--- config.mk ---
export PLATFORM = sky130hd
export DESIGN_NAME = uart_cmd_slave
export DESIGN_NICKNAME = d
export VERILOG_FILES = /design/src/rtl/uart_cmd_slave.sv
export SDC_FILE = /design/constraint.sdc
export NUM_CORES = 1
export LEC_CHECK = 0
export CORE_AREA = 2 2 162 164
export CTS_BUF_LIST = sky130_fd_sc_hd__clkbuf_16
export CTS_CLUSTER_SIZE = 14
export DETAILED_ROUTE_END_ITERATION = 7
export DIE_AREA = 0 0 164 166
export GPL_ROUTABILITY_DRIVEN = 1
export MAX_ROUTING_LAYER = met4
export SLEW_MARGIN = 30
export SYNTH_ARGS = -nofsm -noshare
export SYNTH_HDL_FRONTEND = slang
export SYNTH_SLANG_ARGS = --single-unit
--- constraint.sdc ---
create_clock -name clk -period 3.6 [get_ports clk]
set_input_delay 0.72 -clock clk [delete_from_list [all_inputs] [get_ports clk]]
set_output_delay 0.72 -clock clk [all_outputs]
set_load 0.02 [all_outputs]
--- src/rtl/uart_cmd_slave.sv ---
// UART command responder: 2-byte write/read command frames on rx, a small register file,
// and a single data frame answered on tx for reads. Optional macro UART_SLV_WR_ACK_EN adds a write ack byte.
module uart_cmd_slave #(
    parameter int BR      = 434,
    parameter int ADDR_W  = 4,
    parameter int RSP_DLY = 400,
    parameter int TIMEOUT = 8000
) (
    input  logic              clk,
    input  logic              rst,
    input  logic              rx,
    output logic              tx,
    output logic              wr_vld,
    output logic [ADDR_W-1:0] wr_addr,
    output logic [7:0]        wr_data,
    input  logic [ADDR_W-1:0] host_addr,
    output logic [7:0]        host_rdata,
    output logic              err_parity,
    output logic              err_frame,
    output logic              busy
);

    localparam int REG_NUM = 2 ** ADDR_W;
    localparam int BAUD_W  = $clog2(BR);
    localparam int CNT_MAX = (TIMEOUT > RSP_DLY) ? ((TIMEOUT > BR) ? TIMEOUT : BR)
                                                 : ((RSP_DLY > BR) ? RSP_DLY : BR);
    localparam int CNT_W   = $clog2(CNT_MAX + 1);

    typedef enum logic [2:0] {R_IDLE, R_START, R_DATA, R_PAR, R_STOP} rx_state_e;
    typedef enum logic [2:0] {C_WAIT0, C_WAIT1, C_EXEC, C_DLY, C_TX} cmd_state_e;

    // ------------------------------------------------------------------ RX path
    logic [2:0]        sync_q, sync_d;
    rx_state_e         rx_state_q, rx_state_d;
    logic [BAUD_W-1:0] rx_baud_q, rx_baud_d;
    logic [2:0]        rx_bit_q, rx_bit_d;
    logic [7:0]        rx_shift_q, rx_shift_d;
    logic              rx_par_err_q, rx_par_err_d;
    logic              rx_done_q, rx_done_d;
    logic              rx_good_q, rx_good_d;
    logic              rx_s, rx_fall, rx_tick, stop_sample;

    assign rx_s    = sync_q[1];
    assign rx_fall = sync_q[2] & ~sync_q[1];
    assign rx_tick = (rx_baud_q == BAUD_W'(BR - 1));

    // NOTE: every variable gets its default first, so no path through the case can infer a latch.
    always_comb begin
        sync_d       = {sync_q[1:0], rx};
        rx_state_d   = rx_state_q;
        rx_baud_d    = rx_baud_q;
        rx_bit_d     = rx_bit_q;
        rx_shift_d   = rx_shift_q;
        rx_par_err_d = rx_par_err_q;
        rx_done_d    = 1'b0;
        rx_good_d    = 1'b0;
        stop_sample  = 1'b0;
        unique case (rx_state_q)
            R_IDLE: begin
                rx_baud_d = '0;
                if (rx_fall) rx_state_d = R_START;
            end
            R_START: begin
                if (rx_baud_q == BAUD_W'(BR / 2)) begin
                    rx_baud_d  = '0;
                    rx_bit_d   = '0;
                    rx_state_d = rx_s ? R_IDLE : R_DATA;
                end else begin
                    rx_baud_d = rx_baud_q + 1'b1;
                end
            end
            R_DATA: begin
                rx_baud_d = rx_tick ? '0 : rx_baud_q + 1'b1;
                if (rx_tick) begin
                    rx_shift_d = {rx_s, rx_shift_q[7:1]};
                    rx_bit_d   = rx_bit_q + 1'b1;
                    if (rx_bit_q == 3'd7) rx_state_d = R_PAR;
                end
            end
            R_PAR: begin
                rx_baud_d = rx_tick ? '0 : rx_baud_q + 1'b1;
                if (rx_tick) begin
                    rx_par_err_d = (rx_s != ~^rx_shift_q);
                    rx_state_d   = R_STOP;
                end
            end
            R_STOP: begin
                rx_baud_d = rx_tick ? '0 : rx_baud_q + 1'b1;
                if (rx_tick) begin
                    stop_sample = 1'b1;
                    rx_done_d   = 1'b1;
                    rx_good_d   = rx_s & ~rx_par_err_q;
                    rx_state_d  = R_IDLE;
                end
            end
            default: rx_state_d = R_IDLE;
        endcase
    end

    // NOTE: state registers use non-blocking assignment so all flops update from pre-edge values.
    always_ff @(posedge clk) begin
        if (rst) begin
            sync_q       <= 3'b111;  // idle-high line, so reset release never looks like a start edge
            rx_state_q   <= R_IDLE;
            rx_baud_q    <= '0;
            rx_bit_q     <= '0;
            rx_shift_q   <= '0;
            rx_par_err_q <= 1'b0;
            rx_done_q    <= 1'b0;
            rx_good_q    <= 1'b0;
        end else begin
            sync_q       <= sync_d;
            rx_state_q   <= rx_state_d;
            rx_baud_q    <= rx_baud_d;
            rx_bit_q     <= rx_bit_d;
            rx_shift_q   <= rx_shift_d;
            rx_par_err_q <= rx_par_err_d;
            rx_done_q    <= rx_done_d;
            rx_good_q    <= rx_good_d;
        end
    end

    // ------------------------------------------------------------ command FSM
    cmd_state_e        state_q, state_d;
    logic [CNT_W-1:0]  cnt_q, cnt_d;
    logic [3:0]        tx_bit_q, tx_bit_d;
    logic [9:0]        tx_shift_q, tx_shift_d;
    logic              tx_q, tx_d;
    logic [7:0]        data_q, data_d;
    logic [ADDR_W-1:0] addr_q, addr_d;
    logic              is_wr_q, is_wr_d;
    logic              in_range_q, in_range_d;
    logic [7:0]        regs_q [REG_NUM];
    logic [7:0]        regs_d [REG_NUM];
    logic [7:0]        rsp_byte;
    logic              timeout_hit;

    always_comb begin
        state_d     = state_q;
        cnt_d       = cnt_q;
        tx_bit_d    = tx_bit_q;
        tx_shift_d  = tx_shift_q;
        tx_d        = 1'b1;
        data_d      = data_q;
        addr_d      = addr_q;
        is_wr_d     = is_wr_q;
        in_range_d  = in_range_q;
        regs_d      = regs_q;
        rsp_byte    = 8'h00;
        wr_vld      = 1'b0;
        timeout_hit = 1'b0;
        unique case (state_q)
            C_WAIT0: begin
                cnt_d = '0;
                if (rx_done_q && rx_good_q) begin
                    data_d  = rx_shift_q;
                    state_d = C_WAIT1;
                end
            end
            C_WAIT1: begin
                if (rx_done_q) begin
                    cnt_d = '0;
                    if (rx_good_q) begin
                        is_wr_d    = rx_shift_q[7];
                        addr_d     = rx_shift_q[ADDR_W-1:0];
                        in_range_d = (int'(rx_shift_q[6:0]) < REG_NUM);
                        state_d    = C_EXEC;
                    end else begin
                        state_d = C_WAIT0;
                    end
                end else if (rx_state_q == R_IDLE && !rx_fall) begin
                    // The gap is only timed while the line is quiet; a start bit freezes the count.
                    if (cnt_q == CNT_W'(TIMEOUT - 1)) begin
                        timeout_hit = 1'b1;
                        cnt_d       = '0;
                        state_d     = C_WAIT0;
                    end else begin
                        cnt_d = cnt_q + 1'b1;
                    end
                end
            end
            C_EXEC: begin
                cnt_d    = '0;
                tx_bit_d = '0;
                if (is_wr_q) begin
                    if (in_range_q) begin
                        wr_vld         = 1'b1;
                        regs_d[addr_q] = data_q;
                    end
`ifdef UART_SLV_WR_ACK_EN
                    rsp_byte = in_range_q ? 8'hA5 : 8'h5A;
                    state_d  = C_DLY;
`else
                    state_d  = C_WAIT0;
`endif
                end else begin
                    rsp_byte = in_range_q ? regs_q[addr_q] : 8'h00;
                    state_d  = C_DLY;
                end
                tx_shift_d = {1'b1, ~^rsp_byte, rsp_byte};
            end
            C_DLY: begin
                // Leaving one cycle early lets the registered tx show the start bit on cycle RSP_DLY.
                if (cnt_q == CNT_W'(RSP_DLY - 2)) begin
                    cnt_d   = '0;
                    tx_d    = 1'b0;
                    state_d = C_TX;
                end else begin
                    cnt_d = cnt_q + 1'b1;
                end
            end
            C_TX: begin
                tx_d = tx_q;
                if (cnt_q == CNT_W'(BR - 1)) begin
                    cnt_d = '0;
                    if (tx_bit_q == 4'd10) begin
                        tx_d     = 1'b1;
                        tx_bit_d = '0;
                        state_d  = C_WAIT0;
                    end else begin
                        tx_d       = tx_shift_q[0];
                        tx_shift_d = {1'b1, tx_shift_q[9:1]};
                        tx_bit_d   = tx_bit_q + 1'b1;
                    end
                end else begin
                    cnt_d = cnt_q + 1'b1;
                end
            end
            default: state_d = C_WAIT0;
        endcase
    end

    always_ff @(posedge clk) begin
        if (rst) begin
            state_q    <= C_WAIT0;
            cnt_q      <= '0;
            tx_bit_q   <= '0;
            tx_shift_q <= '1;
            tx_q       <= 1'b1;
            data_q     <= '0;
            addr_q     <= '0;
            is_wr_q    <= 1'b0;
            in_range_q <= 1'b0;
        end else begin
            state_q    <= state_d;
            cnt_q      <= cnt_d;
            tx_bit_q   <= tx_bit_d;
            tx_shift_q <= tx_shift_d;
            tx_q       <= tx_d;
            data_q     <= data_d;
            addr_q     <= addr_d;
            is_wr_q    <= is_wr_d;
            in_range_q <= in_range_d;
        end
    end

    // NOTE: the register file must clear on reset, so it is built from resettable flops, not a RAM.
    always_ff @(posedge clk) begin
        if (rst) begin
            regs_q <= '{default: '0};
        end else begin
            regs_q <= regs_d;
        end
    end

    assign tx         = tx_q;
    assign wr_addr    = addr_q;
    assign wr_data    = data_q;
    assign host_rdata = regs_q[host_addr];
    assign busy       = (state_q != C_WAIT0);
    assign err_parity = stop_sample & rx_par_err_q;
    assign err_frame  = (stop_sample & ~rx_s) | timeout_hit;

endmodule

; ---- Yosys cells after proc, flatten, opt, wreduce, memory -nomap -nowiden
; Index checks and enable logic that the tools add are counted.
[word_totals]
register_bits = 202
latchBits = 0
ramBits = 0
mem_bits_ro = 0
elab_cells = 169
n_memories = 0
[classes]
add_sub_neg = 4
multipliers = 0
div_mod_pow = 0
magnitude_cmp = 4
eq_ne = 29
n_shift = 0
n_mux = 61
n_bitwise = 11
n_reduce_logical = 27
[op_table]
columns = op, count
row1 = bitwise mux 128 bit, 1
row2 = 2-to-1 mux 13 bit, 5
row3 = binary-select mux 8 bit (select 4 bit), 2
row4 = 2-to-1 mux 8 bit, 8
row5 = one-hot mux 13 bit (4 select lines), 1
row6 = 2-to-1 mux 3 bit, 15
row7 = demux 8 bit (select 4 bit), 1
row8 = one-hot mux 3 bit (5 select lines), 2
row9 = one-hot mux 9 bit (3 select lines), 1
row10 = "equality test 13 x 9 -> 1 bit, second input constant", 2
row11 = "!= test 2 bit, second input constant", 11
row12 = 2-to-1 mux 10 bit, 2
row13 = one-hot mux 10 bit (2 select lines), 1
row14 = 2-to-1 mux 9 bit, 2
row15 = XNOR reduction 8 bit, 2
row16 = "adder 13 x 1 -> 13 bit, second input constant", 1
row17 = "equality test 13 bit, second input constant", 1
row18 = "equality test 3 x 2 -> 1 bit, second input constant", 4
row19 = 2-to-1 mux 1 bit, 12
row20 = AND reduction 3 bit, 4
row21 = AND reduction 6 bit, 2
row22 = "greater-or-equal comparator 5 bit, second input constant", 2
row23 = inverter 4 -> 5 bit, 2
row24 = AND reduction 2 bit, 5
row25 = other kinds (28), 47

; ---- Depth between registers and ports, before layout
; Gate-level depths: netlist of run 1.
[logic_depth]
ltp_word = 9
ltp_mapped = 10

; ---- Least setup slack after synthesis of run 1
; OpenSTA, ideal clock, no wires.
[synth_timing]
path_type = input to output
startpoint = in host_addr[0]
endpoint = out host_rdata[0]
arrival_time_ps = 2570
t_required_ps = 2880
path_slack_ps = 310
cell_stages = 4
path_buffers = 2
cell_sequence = clkbuf_1 > buf_1 > mux4_2 > mux4_2
[synth_via]
elab_chain_cells = 4
[synth_lines]
columns = item, line_no
row1 = start: declaration, 16  ; input logic [ADDR_W-1:0] host_addr,
row2 = inverter 4 -> 5 bit (not written as such), 269  ; assign host_rdata = regs_q[host_addr];
row3 = binary-select mux 8 bit (select 4 bit), 269
row4 = 2-to-1 mux 8 bit (not written as such) (2 in series), 269
row5 = end: declaration, 17  ; output logic [7:0] host_rdata,
; No other way between the ends. The select of a mux whose other input is x is not followed.

; ---- Final worst setup path of run 1
[layout_timing]
startpoint = in host_addr[0]
endpoint = out host_rdata[5]
; Same word-level chain as after synthesis.

==> impl_metrics.py, run 1 <==
metrics = {
    "placement": {
        "port_buffers": 31,
        "gp_congestion": 0.905,
        "dp.final_hpwl_mm": 19.0,
        "dpl_cell_area_mm2": 0.0107,
        "dp_slack_ns": 0.153,
    },
    "logic_synthesis": {
        "synth_ff_type": "dfxtp_1",
        "syn_area_mm2": 0.0101,
        "synth_top_area_share": 0.400,
        "synth_fp_nets": 1073,
        "synth_most_common_cell": "dfxtp_1",
        "ys_seq_area_frac": 0.400,
        "ys_types": 52,
        "ys_top_cells_by_area": "dfxtp_1 (40%), mux4_2 (15%), mux2i_1 (7.5%)",
        "ys_warn_count": 0,
        "yosysTopAreaCell": "dfxtp_1",
        "async_flop_share": 0,
        "synth_cells": 1057,
        "syn_area_per_cell_um2": 9.52,
        "yosys_register_bits": 201,
        "synth_edf_count": 0,
        "netlist_top_cells_count": "dfxtp_1 (201), nor2_1 (130), nand2_1 (122)",
    },
    "global_route": {
        "grt_max_degree": 82,
        "grt_pass1_wl_mm": 44.3,
        "track_usage": 0.211,
        "antenna_found_initial": 0,
        "grt_pass1_vias": 7699,
        "grt-ovfl-total": 0,
    },
    "detailed_routing": {
        "drtIter0Drc": 779,
        "vias": 8124,
        "wl_mm": 28.0,
        "drtPass1Iterations": 5,
        "route.antenna.remaining_nets": 0,
        "drc": 0,
        "wl_per_cell_um": 19.8,
        "viasPerCell": 5.75,
    },
    "pwr": {
        "total_power_uw": 4930,
        "irDropWorstVdd_v": 0.000302,
        "powerDensity_mw_per_mm2": 428,
        "power_switching_uw": 1140,
        "clkPwrFrac": 0.489,
        "intPower_uw": 3790,
        "p_sw_frac": 0.232,
        "p_comb_frac": 0.050,
        "p_leak_uw": 0.00378,
        "seqPwrFrac": 0.461,
    },
    "clock_tree": {
        "numClockSinks": 201,
        "postCtsSetupBuffers": 0,
        "cts_made_buffers": 24,
        "clock_latency_ns": 0.54,
        "htreeDepth": 1,
        "root_buffer": "clkbuf_16",
        "cts_tree": "done",
        "cts.path.max_buffers": 3,
        "clkSlewWorstSetupHoldPaths_ns": 0.06,
    },
    "critical_path": {
        "arrival_ns": 2.74,
        "start_kind": "input pin",
        "rrSetupSlack_ns": 0.79,
        "critical_path.max_fanout": 32,
        "r2r_start": "wr_addr[0]",
        "critical_path_class": "input pin to output port",
        "endpoint_kind": "output port",
        "crit_required_ns": 2.88,
        "startpoint": "host_addr[0]",
    },
    "sta": {
        "slew_headroom": 0.352,
        "period_needed_ns": 3.46,
        "rsz0062_at_grt": "no",
        "slew_violations": 0,
        "setup_viol": 0,
        "finalClockSkew_ns": 0.0317,
        "hold_viol_final": 0,
        "fmax_mhz": 289,
        "post-route-period-util": 0.962,
        "fin_ws_ns": 0.137,
        "setup_tns_ns": 0,
        "worst_slew_pin_slew_ns": 0.969,
    },
    "finish": {
        "fin_area_mm2": 0.0115,
        "antenna_cells": 0,
        "drive_gt1_frac": 0.147,
        "final_core_util": 0.450,
        "syn_to_final_growth_pct": 14.4,
        "nets": 1079,
        "fillers": 2406,
    },
    "job": {
        "cap_viol_max_count": 0,
    },
    "die": {
        "die_x_um": 164,
        "fp.coreArea_mm2": 0.0256,
        "die_area_mm2": 0.0272,
        "io_pins": 32,
        "fp-row-count": 59,
        "die_h_um": 166,
        "initial_core_util": 0.393,
    },
    "run_status": {
        "outcome": "finished clean",
    },
    "min_path": {
        "hold_path.class": "flop to flop",
        "hold_path_startpoint": "sync_q[0]",
    },
}
[path summary, 6_finish.rpt]
| check | to | cells past startpoint |
|---|---|---|
| max reg2reg | tx_shift_q[8] | 8 |
| min reg2reg | sync_q[1] | 1 |
| min | sync_q[1] | 1 |
| max | host_rdata[5] | 5 |
[worst max-delay path, stage by stage]
cell	delay (ns)
buf_2	0.10
buf_12	0.24
mux4_2	0.57
mux4_2	0.52
clkdlybuf4s50_1	0.57
[kinds of logic (layout without fill, tap and decap cells)]
| logic type | count (synthesis) | after routing | share of synthesized area |
|---|---|---|---|
| DFF | 201 | 201 | 0.400 |
| muxes | 147 | 147 | 0.238 |
| buffers and inverters | 99 | 120 | 0.0418 |
| AOI/OAI and AO/OA | 158 | 158 | 0.0917 |
| and+or+nand+nor | 416 | 416 | 0.194 |
| xor gates and xnor gates | 27 | 27 | 0.0235 |
| adders and majority gates | 9 | 9 | 0.0112 |
[area by class of cell]
cell class | count | area (µm²) | area share
multi-input cells | 757 | 5650 | 0.490
flip-flops and latches | 201 | 4030 | 0.350
inverters | 12 | 45.0 | 0.00391
clock buffers | 25 | 626 | 0.0543
clock inverters | 16 | 145 | 0.0126
repair buffers | 67 | 609 | 0.0529
well taps | 335 | 419 | 0.0364
[routing by layer]
metal | vias up | track usage | wire, µm | part of all wire
met5 | - | - | 0 | 0
met4 | 0 | 0.0534 | 602 | 0.022
met2 | 325 | 0.300 | 11900 | 0.42
li1 | 3799 | - | - | -
met3 | 49 | 0.0485 | 2600 | 0.093
met1 | 3951 | 0.303 | 12900 | 0.46
[per-stage QoR]
stage	std cells	hold slack (ns)
global placement	1372	0.401
global route	1413	0.435
floorplan	1057	0.389
CTS	1413	0.426
finish	1413	0.413
detailed placement	1372	0.413
[sequential cells by signal, indices dropped and copies added (netlist names), 4 cells and up]
name	cells
rx_shift_q	8
cnt_q	13
wr_addr	4
tx_shift_q	9
regs_q	128
rx_baud_q	9
wr_data	8
tx_bit_q	4
[power groups by stage]
| stage | Combinational, µW | Sequential (µW) | Clock [µW] |
|---|---|---|---|
| finish | 249 | 2270 | 2410 |
| floorplan | 216 | 2300 | 0 |
| detailed placement | 249 | 2320 | 0 |
| global route | 279 | 2270 | 2530 |
| CTS | 249 | 2270 | 2450 |
| global placement | 246 | 2320 | 0 |
[cells in the final DEF (no fill, tap or decap), types with 4 or more instances in the layout]
master,Yosys,routed
mux4_1,6,6
o21ai_0,13,13
nor3b_1,9,9
clkbuf_16,0,25
clkinv_1,0,7
xor2_1,6,6
mux4_2,66,66
nand3_1,81,81
mux2i_1,75,75
or3_1,5,5
nand2_1,122,122
buf_4,5,33
xnor2_1,21,21
ha_1,9,9
a21oi_1,99,99
nor2_2,3,4
inv_1,12,15
clkdlybuf4s50_1,0,28
nand2b_1,6,6
nor2_1,130,129
and3_1,6,6
dfxtp_1,201,199
nor3_1,5,5
nor2b_1,11,9
nand4_1,9,9
a22oi_1,27,27
a211o_1,8,8
[what timing repair did]
action / 4_1_cts / 5_1_grt
resized for setup: 0 / 1
hold buffers: 0 / 0
endpoints found under the setup margin: 0 / 1
hold endpoints to repair: 0 / 0
Power figures use the tool's default switching activity.
==> run 2: changes to the inputs <==
Settings changed: SLEW_MARGIN 30 to 40.
==> run 2 against run 1 <==
Against the previous run: die area unchanged; first-iteration DRC count shrank 0.26%; utilization barely moved; clock skew grew 0.00056 ns; final cell count did not move; non-clock buffer count unchanged; critical path depth stayed put; largest cell class unchanged; largest power group unchanged; highest routed layer unchanged.
==> impl_metrics.py, run 2 (synthesis gave the netlist of run 1 again) <==
metrics = {
    "critical_path": {
        "critical_path_class": "input pin to output port",
        "start_kind": "input pin",
        "critical_path.max_fanout": 32,
        "arrival_ns": 2.74,
        "endpoint_kind": "output port",
        "crit_required_ns": 2.88,
    },
    "pwr": {
        "total_power_uw": 4930,
        "p_leak_uw": 0.00378,
        "powerDensity_mw_per_mm2": 428,
        "irDropWorstVdd_v": 0.000302,
    },
    "detailed_routing": {
        "drtPass1Iterations": 5,
        "route.antenna.remaining_nets": 0,
        "wl_per_cell_um": 19.8,
        "drc": 0,
        "vias": 8101,
        "wl_mm": 27.9,
        "drtIter0Drc": 777,
        "viasPerCell": 5.73,
    },
    "global_route": {
        "track_usage": 0.211,
        "grt-ovfl-total": 0,
        "grt_pass1_wl_mm": 44.3,
        "grt_max_degree": 82,
        "antenna_found_initial": 0,
        "grt_pass1_vias": 7699,
    },
    "sta": {
        "rsz0062_at_grt": "no",
        "holdWs_ns": 0.413,
        "fin_ws_ns": 0.140,
        "worst_slew_pin_slew_ns": 0.959,
        "finalClockSkew_ns": 0.0322,
        "period_needed_ns": 3.46,
        "hold_viol_final": 0,
        "fmax_mhz": 289,
        "post-route-period-util": 0.961,
        "setup_tns_ns": 0,
        "slew_violations": 0,
        "slew_headroom": 0.358,
        "setup_viol": 0,
    },
    "finish": {
        "nets": 1079,
        "regMostFlops": "regs_q",
        "drive_gt1_frac": 0.147,
        "syn_to_final_growth_pct": 14.5,
        "layout_common_cells": "dfxtp_1 (199), nor2_1 (128), nand2_1 (122)",
        "final_common_cell": "dfxtp_1",
        "antenna_cells": 0,
        "largest_reg_flops": 128,
        "finalNonFillerCells": 1413,
        "largestRegisters": "regs_q: 128 flops, cnt_q: 13 flops",
    },
    "clock_tree": {
        "clkSlewWorstSetupHoldPaths_ns": 0.06,
        "cts_made_buffers": 24,
        "cts.path.max_buffers": 3,
        "clock_latency_ns": 0.54,
        "root_buffer": "clkbuf_16",
        "htreeDepth": 1,
        "numClockSinks": 201,
        "cts_tree": "done",
    },
    "min_path": {
        "hold_path.class": "flop to flop",
    },
    "die": {
        "fp.coreArea_mm2": 0.0256,
        "die_x_um": 164,
        "initial_core_util": 0.393,
        "io_pins": 32,
        "die_area_mm2": 0.0272,
        "die_h_um": 166,
        "fp-row-count": 59,
    },
    "placement": {
        "dp_slack_ns": 0.153,
        "gp_congestion": 0.905,
        "dp.final_hpwl_mm": 19.0,
        "place_inst": 1372,
        "port_buffers": 31,
    },
    "run_status": {
        "outcome": "finished clean",
    },
    "job": {
        "cap_viol_max_count": 0,
    },
}
-- run 2: worst paths after layout --
path / end / start / cells past startpoint / slack (ns)
setup / recovery: host_rdata[5] / host_addr[0] / 5 / 0.14
hold / removal: sync_q[1] / sync_q[0] / 1 / 0.41
setup reg to reg: tx_shift_q[8] / wr_addr[0] / 8 / 0.78
hold reg to reg: sync_q[1] / sync_q[0] / 1 / 0.41
-- run 2: power by group --
group	internal [µW]	leakage, µW	switching, µW	total (µW)
clock	1450	0.000385	959	2410
sequential	2240	0.00162	31.0	2270
combinational	93.0	0.00177	156	249
-- run 2: final cells by class --
class	count	area (µm²)
repair buffers	67	609
well taps	335	419
inverters	12	45.0
fillers	2404	14100
flip-flops and latches	201	4030
multi-input cells	757	5650
clock buffers	25	626
clock inverters	16	145
-- run 2: worst max-delay path: stages --
cell	delay, ns
buf_2	0.10
buf_12	0.24
mux4_2	0.57
mux4_2	0.52
clkdlybuf4s50_1	0.57
-- run 2: per-stage QoR --
step / cell area [µm²] / util
after global routing: 11500 / 0.450
after floorplan: 10100 / -
final: 11500 / 0.450
after global placement: 10700 / 0.419
after detailed placement: 10700 / 0.419
after CTS: 11500 / 0.449
-- run 2: repair_timing --
item / in CTS / in global routing
resized for setup: 0 / 1
setup buffers: 0 / 0
hold buffers: 0 / 0
endpoints found under the hold margin: 0 / 0
setup endpoints to repair: 0 / 1
-- run 2: per-layer routing --
metal / vias up / routed length, µm / global-route usage
met5: - / 0 / -
met4: 0 / 618 / 0.0534
met3: 50 / 2680 / 0.0485
met2: 335 / 11800 / 0.300
met1: 3914 / 12800 / 0.303
li1: 3802 / - / -
==> run 3: changes to the inputs <==
Settings changed: REMOVE_ABC_BUFFERS from default to 1.
==> run 3 against run 2 <==
Against the previous run: via count down 0.22%; die area is the same; clock power about the same; clock-buffer cell count down 1; power is 0.51% lower; critical endpoint is now host_rdata[0]; highest routed layer unchanged.
==> impl_metrics.py, run 3 (synthesis gave the netlist of run 1 again) <==
metrics = {
    "run_status": {
        "outcome": "finished clean",
    },
    "global_route": {
        "grt_pass1_vias": 7592,
        "grt-ovfl-total": 0,
        "grt_pass1_wl_mm": 43.7,
        "antenna_found_initial": 0,
        "track_usage": 0.209,
        "grt_max_degree": 99,
    },
    "die": {
        "die_area_mm2": 0.0272,
        "die_x_um": 164,
        "initial_core_util": 0.393,
        "fp.coreArea_mm2": 0.0256,
        "die_h_um": 166,
        "fp-row-count": 59,
        "io_pins": 32,
    },
    "sta": {
        "fin_ws_ns": 0.115,
        "post-route-period-util": 0.968,
        "hold_viol_final": 0,
        "finalClockSkew_ns": 0.0226,
        "worst_slew_pin_slew_ns": 0.898,
        "slew_violations": 0,
        "period_needed_ns": 3.48,
        "fmax_mhz": 287,
        "setup_tns_ns": 0,
        "setup_viol": 0,
        "slew_headroom": 0.399,
        "rsz0062_at_grt": "no",
    },
    "placement": {
        "place_inst": 1373,
        "dp_slack_ns": 0.117,
        "port_buffers": 31,
        "dp.final_hpwl_mm": 18.4,
        "gp_congestion": 0.862,
        "dpl_cell_area_mm2": 0.0107,
    },
    "critical_path": {
        "critical_path.max_fanout": 7,
        "r2r_start": "state_q[1]",
        "r2r_end": "regs_q[20]",
        "critical_path_class": "input pin to output port",
        "rrSetupSlack_ns": 0.68,
        "start_kind": "input pin",
        "crit_required_ns": 2.88,
        "arrival_ns": 2.76,
        "endpoint_kind": "output port",
        "reg2reg_depth": 8,
    },
    "finish": {
        "final_common_cell": "dfxtp_1",
        "layout_common_cells": "dfxtp_1 (199), nor2_1 (129), nand2_1 (122)",
        "largestRegisters": "regs_q: 128 flops, cnt_q: 13 flops",
        "finalNonFillerCells": 1416,
        "largest_reg_flops": 128,
        "nets": 1080,
        "fillers": 2463,
        "regMostFlops": "regs_q",
        "fin_area_mm2": 0.0115,
        "drive_gt1_frac": 0.151,
        "syn_to_final_growth_pct": 14.6,
    },
    "min_path": {
        "hold_path_startpoint": "sync_q[0]",
        "hold_depth": 1,
        "hold_path.class": "flop to flop",
        "whs_endpoint": "sync_q[1]",
    },
    "pwr": {
        "p_leak_uw": 0.00379,
        "power_switching_uw": 1150,
        "total_power_uw": 4910,
        "irDropWorstVdd_v": 0.000461,
        "clkPwrFrac": 0.486,
        "p_comb_frac": 0.051,
        "p_sw_frac": 0.234,
        "seqPwrFrac": 0.462,
        "intPower_uw": 3760,
        "powerDensity_mw_per_mm2": 425,
    },
    "clock_tree": {
        "postCtsSetupBuffers": 0,
        "root_buffer": "clkbuf_16",
        "clock_latency_ns": 0.53,
        "numClockSinks": 201,
        "htreeDepth": 1,
        "cts_tree": "done",
        "clkSlewWorstSetupHoldPaths_ns": 0.06,
        "cts.path.max_buffers": 3,
        "cts_made_buffers": 24,
    },
    "detailed_routing": {
        "drtIter0Drc": 778,
        "vias": 8083,
        "drc": 0,
        "wl_mm": 27.5,
        "drtPass1Iterations": 5,
        "viasPerCell": 5.71,
        "route.antenna.remaining_nets": 0,
        "wl_per_cell_um": 19.4,
    },
    "job": {
        "cap_viol_max_count": 0,
    },
}
[run 3: worst max-delay path by stage]
stage                      start             to  slack, ns  cells past startpoint
floorplan             wr_addr[0]     regs_q[64]      -0.13                      4
global placement    host_addr[0]  host_rdata[3]       0.14                      5
detailed placement  host_addr[0]  host_rdata[0]       0.12                      5
CTS                     cnt_q[0]      err_frame       0.10                      6
global route            cnt_q[0]      err_frame       0.03                      6
finish              host_addr[0]  host_rdata[0]       0.12                      5
[run 3: per-stage QoR]
stage | util | hold WS, ns
floorplan | - | 0.389
detailed placement | 0.420 | 0.401
global placement | 0.419 | 0.399
global route | 0.450 | 0.468
CTS | 0.450 | 0.425
finish | 0.450 | 0.429
[run 3: power by group through the flow]
| stage | Clock, µW | Combinational [µW] | Sequential, µW |
|---|---|---|---|
| finish | 2390 | 251 | 2270 |
| global route | 2520 | 289 | 2270 |
| CTS | 2430 | 253 | 2270 |
| detailed placement | 0 | 251 | 2320 |
| global placement | 0 | 247 | 2320 |
| floorplan | 0 | 148 | 2310 |
[run 3: worst max-delay path, cell delays in order]
cell and delay (ns):
buf_2 0.20, buf_4 0.23, mux4_2 0.51, mux4_2 0.53, clkdlybuf4s50_1 0.56
[run 3: what timing repair did]
item | CTS | global route
endpoints found under the setup margin | 0 | 1
gates resized for setup | 0 | 1
hold buffers | 0 | 0
[run 3: area by class of cell]
class,instances,area (µm²),area share
multi-input cells,757,5650,0.490
flip-flops and latches,201,4030,0.349
repair buffers,68,617,0.0535
clock buffers,24,601,0.0520
well taps,335,419,0.0363
clock inverters,18,176,0.0153
inverters,12,45.0,0.00390
diodes,1,2.50,0.000217
[run 3: layer usage]
layer | share of wire | global-route usage | wire [µm]
met3 | 0.073 | 0.0430 | 2010
met2 | 0.45 | 0.306 | 12300
met1 | 0.44 | 0.284 | 12000
met4 | 0.040 | 0.0801 | 1100
met5 | 0 | - | 0
